## src/rtl/eth_pkg.sv

```systemverilog
// Shared Ethernet/UDP constants, FSM state encoding and checksum finishing helper.
package eth_pkg;

  typedef logic [1:0] state_t;

  localparam state_t ST_IDLE = 2'd0;
  localparam state_t ST_CALC = 2'd1;
  localparam state_t ST_SEND = 2'd2;

  localparam int unsigned UDP_HDR_BYTES = 8;
  localparam logic [7:0]  UDP_PROTO     = 8'h11;
  localparam logic [15:0] UDP_LEN_MAX   = 16'd65527;

  // Complement of the folded sum; an all-zero checksum is transmitted as 0xFFFF.
  function automatic logic [15:0] csum_final(input logic [15:0] sum);
    return (sum == 16'hFFFF) ? 16'hFFFF : ~sum;
  endfunction

endpackage

```

## src/rtl/ones_comp_sum16.sv

```systemverilog
// Combinational one's-complement sum of N 16-bit words, folded back to 16 bits.
module ones_comp_sum16 #(
  parameter int unsigned N = 2
) (
  input  logic [N*16-1:0] words,
  output logic [15:0]     sum
);

  logic [31:0] acc;
  logic [16:0] fold1;

  always_comb begin
    acc = '0;
    for (int i = 0; i < int'(N); i++) begin
      acc = acc + 32'(words[i*16 +: 16]);
    end
  end

  // Two folds suffice: the first leaves at most one carry, the second cannot overflow.
  assign fold1 = {1'b0, acc[31:16]} + {1'b0, acc[15:0]};
  assign sum   = fold1[15:0] + 16'(fold1[16]);

endmodule

```

## src/rtl/udp_header_gen.sv

```systemverilog
// UDP header generator streaming the 8-byte header big-endian over an AXI-Stream-like port.
// Optional checksum computation is enabled by defining UDP_CSUM_EN.
module udp_header_gen
  import eth_pkg::*;
#(
  parameter int unsigned DATA_W = 8
) (
  input  logic              aclk,
  input  logic              aresetn,
  input  logic              start,
  input  logic [15:0]       port_s,
  input  logic [15:0]       port_d,
  input  logic [15:0]       udp_len,
`ifdef UDP_CSUM_EN
  input  logic [31:0]       ip_src,
  input  logic [31:0]       ip_dst,
  input  logic [15:0]       payload_sum,
`endif
  output logic [DATA_W-1:0] m_tdata,
  output logic              m_tvalid,
  input  logic              m_tready,
  output logic              m_tlast,
  output logic              busy,
  output logic              done,
  output logic              len_err
);

  localparam int unsigned BYTES = DATA_W / 8;
  localparam int unsigned BEATS = UDP_HDR_BYTES / BYTES;
  localparam int unsigned CNT_W = (BEATS > 1) ? $clog2(BEATS) : 1;

  state_t           state_q, state_d;
  logic [CNT_W-1:0] cnt_q, cnt_d;
  logic [63:0]      hdr_q, hdr_d;
  logic             done_q, done_d;
  logic             len_err_q, len_err_d;

  logic [16:0] len17;
  logic        len_bad;
  logic        accept;
  logic        hs;
  logic        last_beat;

  assign len17     = {1'b0, udp_len} + 17'd8;
  assign len_bad   = len17 > ({1'b0, UDP_LEN_MAX} + 17'd8);
  assign accept    = start && (state_q == ST_IDLE);
  assign hs        = (state_q == ST_SEND) && m_tready;
  assign last_beat = (cnt_q == CNT_W'(BEATS - 1));

`ifdef UDP_CSUM_EN
  logic [31:0] ip_src_q, ip_dst_q;
  logic [15:0] psum_q;
  logic [15:0] sum16;

  always_ff @(posedge aclk) begin
    if (!aresetn) begin
      ip_src_q <= '0;
      ip_dst_q <= '0;
      psum_q   <= '0;
    end else if (accept && !len_bad) begin
      ip_src_q <= ip_src;
      ip_dst_q <= ip_dst;
      psum_q   <= payload_sum;
    end
  end

  // Length appears twice: once in the pseudo-header, once in the UDP header proper.
  ones_comp_sum16 #(
    .N(10)
  ) u_sum (
    .words({ip_src_q[31:16], ip_src_q[15:0], ip_dst_q[31:16], ip_dst_q[15:0],
            {8'h00, UDP_PROTO}, hdr_q[31:16], hdr_q[31:16],
            hdr_q[63:48], hdr_q[47:32], psum_q}),
    .sum  (sum16)
  );
`endif

  always_comb begin
    state_d   = state_q;
    cnt_d     = cnt_q;
    hdr_d     = hdr_q;
    done_d    = 1'b0;
    len_err_d = 1'b0;
    case (state_q)
      ST_IDLE: begin
        if (accept) begin
          if (len_bad) begin
            len_err_d = 1'b1;
          end else begin
            hdr_d = {port_s, port_d, len17[15:0], 16'h0000};
            cnt_d = '0;
`ifdef UDP_CSUM_EN
            state_d = ST_CALC;
`else
            state_d = ST_SEND;
`endif
          end
        end
      end
`ifdef UDP_CSUM_EN
      ST_CALC: begin
        hdr_d[15:0] = csum_final(sum16);
        state_d     = ST_SEND;
      end
`endif
      ST_SEND: begin
        if (hs) begin
          hdr_d = hdr_q << DATA_W;
          if (last_beat) begin
            cnt_d   = '0;
            state_d = ST_IDLE;
            done_d  = 1'b1;
          end else begin
            cnt_d = cnt_q + 1'b1;
          end
        end
      end
      default: state_d = ST_IDLE;
    endcase
  end

  always_ff @(posedge aclk) begin
    if (!aresetn) begin
      state_q   <= ST_IDLE;
      cnt_q     <= '0;
      hdr_q     <= '0;
      done_q    <= 1'b0;
      len_err_q <= 1'b0;
    end else begin
      state_q   <= state_d;
      cnt_q     <= cnt_d;
      hdr_q     <= hdr_d;
      done_q    <= done_d;
      len_err_q <= len_err_d;
    end
  end

  assign m_tvalid = (state_q == ST_SEND);
  assign m_tlast  = m_tvalid && last_beat;
  assign m_tdata  = m_tvalid ? hdr_q[63 -: DATA_W] : '0;
  assign busy     = (state_q != ST_IDLE);
  assign done     = done_q;
  assign len_err  = len_err_q;

endmodule

```

## config.mk

```make
export PLATFORM = sky130hd
export DESIGN_NAME = udp_header_gen
export DESIGN_NICKNAME = d
export VERILOG_FILES = /design/src/rtl/eth_pkg.sv /design/src/rtl/ones_comp_sum16.sv /design/src/rtl/udp_header_gen.sv
export SDC_FILE = /design/constraint.sdc
export NUM_CORES = 1
export LEC_CHECK = 0
export CAP_MARGIN = 20
export CORE_MARGIN = 4
export CORE_UTILIZATION = 51
export CTS_CLUSTER_DIAMETER = 50
export DETAILED_ROUTE_END_ITERATION = 16
export HOLD_SLACK_MARGIN = 0.02
export PLACE_DENSITY = 0.8
export SKIP_CTS_REPAIR_TIMING = 1
export SLEW_MARGIN = 20
export SYNTH_ARGS = -nofsm -noshare
export SYNTH_HDL_FRONTEND = slang
export SYNTH_HIERARCHICAL = 1
export SYNTH_SLANG_ARGS = --single-unit
export TNS_END_PERCENT = 20
```

## constraint.sdc

```tcl
create_clock -name aclk -period 2.8 [get_ports aclk]
set_input_delay 0.28 -clock aclk [delete_from_list [all_inputs] [get_ports aclk]]
set_output_delay 0.28 -clock aclk [all_outputs]
set_load 0.01 [all_outputs]
```

# Yosys cells after proc, flatten, opt, wreduce, memory -nomap -nowiden
# Cells that the tools add are included.
# op_classes
add_sub_neg	2
order_cmp	1
eq_ne	6
mux	17
reduce_logical	10
# ops
op	count
$mux W64	3
$pmux W64 S2	1
$add A16 B4 Y17 const B	1
$gt A17 B16 Y1 const B	1
$mux W3	4
$mux W2	4
$mux W8	1
$reduce_and A4 Y1	2
$pmux W3 S2	1
$reduce_and A3 Y1	2
$ne A2 B1 Y1 const B	2
$ne A2 B2 Y1 const B	2
$pmux W2 S2	1
$reduce_bool A2 Y1	2
$add A3 B1 Y3 const B	1
$eq A3 B3 Y1 const B	1
$logic_and A1 B1 Y1	3
$eq A2 B2 Y1 const B	1
$logic_not A2 Y1	1
$mux W1	2
# word_totals
register_bits	71
input_bits	52
word_cells	41

# Longest topological paths before layout
# logic_depth
ltp_word	5
depth_mapped	11

# Worst setup path after synthesis
# OpenSTA, ideal clock, no wires.
# synth_timing
path_kind	input -> register
startpoint	in udp_len[3]
endpoint	reg hdr_q[24]
arrival_time_ns	2.068
path_slack_ns	0.660
path_stages	10
cell_sequence	ha_1 buf_4 xnor2_1 nor4_1 o21ai_0 or4_1 buf_2 buf_6 nand2_2 mux2i_1
# synth_between
elab_chain_len	4
# synth_lines
element	line_no	rtl
start: declaration	udp_header_gen.sv:13	input logic [15:0] udp_len,
$add A16 B4 Y17 (*)	udp_header_gen.sv:44	assign len17 = {1'b0, udp_len} + 17'd8;
$gt A17 B16 Y1 or $mux W64 (tied branches)	udp_header_gen.sv:45, udp_header_gen.sv:87	
$ne A2 B2 Y1 (no line) or $mux W64 (tied branches)	n/a	
$reduce_and A4 Y1 (no line) or $pmux W64 S2 (tied branches)	n/a	
end signal: assignment	udp_header_gen.sv:132	hdr_q <= hdr_d;
end: declaration	udp_header_gen.sv:34	logic [63:0] hdr_q, hdr_d;
# Mark *: on every way between the ends. The rest lies on a longest branch, timed or not. The select of a mux whose other input is x is not followed.
# A chain may end at the register's enable or synchronous reset.

# Final worst setup path
# Ends and elaborated chain as after synthesis.

==> impl_results.md <==
* Slowest cell on the critical path: clkdlybuf4s50_1
* PwrDens at roughly 450 mW/mm^2
* Overall power at between 1.5 and 2 mW
* Clk sink count at 54
* Initial core utilization at between 50% and 60%
* Count leader, synth: dfxtp_1
* Ys flop type: dfxtp_1
* Number of synthesized flops with an enable pin at 0
* VDD IR max at 0.242 mV
* Area growth syn-to-layout at 25.4%
* CP endpoint kind: flop
* H-tree levels at 2
* Worst Setup SP: udp_len[3]
* Minimum clock period at 2.59 ns
* Max-slew violations at 0
* CTS tree: done
* Global-route wire length before repair at roughly 13000 um
* DR DRC count at 0
* Final nets at 456
* Unique masters post-synth at between 40 and 50
* Depth of the most critical reg-to-reg path at 6
* Die area at around 0.0074 mm^2
* Worst reg-to-reg setup slack at between 0.9 and 1 ns
* Antenna Cells at 0
* Max_slew headroom at between 50% and 60%
* Num CTS Buffers at 5
* CP startpoint kind: input port
* Site Rows at 28
* Die Height at between 80 and 90 um
* Placed wire-length estimate at 5550 um
* Final WS setup at approximately 0.21 ns
* Largest net degree at the start of global routing at 59
* Maximum clock rate at ~0.39 GHz
* Worst r2r src: state_q[1]$_SDFFE_PN0P_
* DR iter-0 viols at around 130
* Syn nets at between 300 and 400
* Skew-Pair Late Insertion Delay at between 0.3 and 0.4 ns
* Post-layout util at roughly 66%
* Synthesized flop and latch total at between 50 and 60
* Final WL at approximately 7600 um
* Total vias in the final route at roughly 2700
* Root Buffer: clkbuf_8
* Asr flop ratio synth at 0%
* Routed WL per cell at around 16 um
* Mapped Cells at about 340
* Setup crit end: hdr_q[24]$_SDFFE_PN0P_
* Hold WC Path Type: input port to flop
* Syn. warnings at 6
* WHS at 0.318 ns
* Grt ovf at 0
* Critical path's largest stage delay at a little under 0.6 ns
* Initial antenna violation count at 0
* Final period utilization at just over 90%
* Clk pin slew, worst setup/hold paths at about 0.10 ns
* Share of layout cells above drive strength 1 at 9.50%
* Required @ worst endpoint at ~3 ns
* GP Congestion at ~0.90
* DRT antenna net count at 0
* Area leader, netlist: dfxtp_1
* Crit path DAT at about 2.8 ns
* Status: complete, no violations
* Pre-Repair DR Iteration Count at 5
* Die Span X at approximately 86 um
* Worst Max-Slew Pin Slew at 0.608 ns
* Layout fillers at approximately 500
* Core footprint at about 0.0059 mm^2
* Seq/Total Area, Yosys at a little over a third
* Area contributors post-synth: dfxtp_1 (35%), mux2i_1 (14%), o211a_1 (11%)
* Clock skew at between 0.008 and 0.009 ns
* IO Pins at 65
* Share of the synthesized area in the top cell type at 35.1%
* Leak Pwr at 1.76 nW
* Post-Syn Area at ~0.003 mm^2
* Clk buf depth at 2
* Critical path cell sequence: clkdlybuf4s50_1 -> ha_1 -> xnor2_1 -> nor4_1 -> o21ai_0 -> or4_1 -> buf_4 -> nand2_2 -> mux2i_1
* Commonest cells post-synth: dfxtp_1 (54), mux2i_1 (43), nand3_1 (38), nand2_1 (36), o211a_1 (33)
* WS Path Type: input port to flop
* Avg Cell Area, Syn at roughly 9.0 um^2
* Via density at about 5.8
* Reg-to-reg endpoint: hdr_q[24]$_SDFFE_PN0P_
* CP Max Fanout at 17
* Unrepaired setup endpoints after global routing: false
* Vias in the first global route at 2719
* # setup viols final at 0
* Post-placement setup slack at -0.0295 ns
* GRT Overall Usage at about a fifth
* Port buffer count at 64
* Max cap viols at 0
* Fin. Hold Viols at 0
## metal layers
| layer | routed length (um) | vias to the layer above | global-route usage (%) |
|---|---|---|---|
| met4 | 146 | 0 | 6.19 |
| met2 | 3560 | 82 | 34.2 |
| met1 | 3470 | 1273 | 29.2 |
| li1 | - | 1368 | - |
| met5 | 0 | - | 0 |
| met3 | 406 | 12 | 3.75 |
## area by class of cell
type	count	area, um^2	share of cell area, %
multi-input cells	252	1800	46.5
clock inverters	2	13.8	0.356
inverters	3	11.3	0.291
clock buffers	5	68.8	1.78
repair buffers	84	798	20.7
well taps	75	93.8	2.43
flip-flops and latches	54	1080	28.0
## kinds of logic (layout without fill, tap and decap cells)
logic type / count (synthesis) / after routing / synth area share [%]
and+or+nand+nor: 126 / 126 / 22.1
xor gates and xnor gates: 9 / 9 / 2.56
adders and majority gates: 4 / 4 / 1.62
buffers and inverters: 35 / 94 / 6.62
DFF: 54 / 54 / 35.1
muxes: 43 / 43 / 14.0
AOI/OAI and AO/OA: 70 / 70 / 18.1
## state kept, by name (all words and copies together), names as in the netlist
name / flops
hdr_q: 48
cnt_q: 3
done: 1
len_err: 1
state_q: 1
## critical path, delay by kind of cell
kind                     cells  cell delay [ns]
adder cells (fa/ha/maj)      1             0.32
XOR/XNOR                     1             0.13
multiplexers                 1             0.17
AND/OR/NAND/NOR              3             0.98
buffers and inverters        2             0.81
AO/OA/AOI/OAI                1             0.13
## cell usage in the layout (no fill, tap or decap), drive strengths merged, types with 7 or more instances in the layout
master and count:
a21oi 7, mux2i 43, clkdlybuf4s50 63, dfxtp 54
buf 21, nand2 37, o211a 33, nand3 42
and2 9, o21ai 15, nand4 10
## through the flow
stage / instances / area, um^2 / setup TNS, ns
2_1_floorplan: 341 / 3080 / 0
3_3_place_gp: 468 / 3780 / 0
3_5_place_dp: 468 / 3780 / -0.0421
4_1_cts: 475 / 3860 / 0
5_1_grt: 475 / 3860 / 0
6_report: 475 / 3860 / 0
## where the power goes
| group | internal (mW) | switching, mW |
|---|---|---|
| Clock | 0.173 | 0.255 |
| Sequential | 0.837 | 0.0473 |
| Combinational | 0.222 | 0.196 |
| Total | 1.23 | 0.499 |
## worst min path at each step
stage / from / to / slack [ns] / depth (start not counted)
finish: aresetn / hdr_q[28]$_SDFFE_PN0P_ / 0.32 / 3
global route: aresetn / hdr_q[28]$_SDFFE_PN0P_ / 0.34 / 3
CTS: aresetn / hdr_q[28]$_SDFFE_PN0P_ / 0.32 / 3
detailed placement: hdr_q[26]$_SDFFE_PN0P_ / hdr_q[26]$_SDFFE_PN0P_ / 0.45 / 2
global placement: hdr_q[25]$_SDFFE_PN0P_ / hdr_q[25]$_SDFFE_PN0P_ / 0.44 / 2
floorplan: udp_len[0] / hdr_q[16]$_SDFFE_PN0P_ / 0.42 / 2
Note: power is estimated with default switching activity, not from simulation.
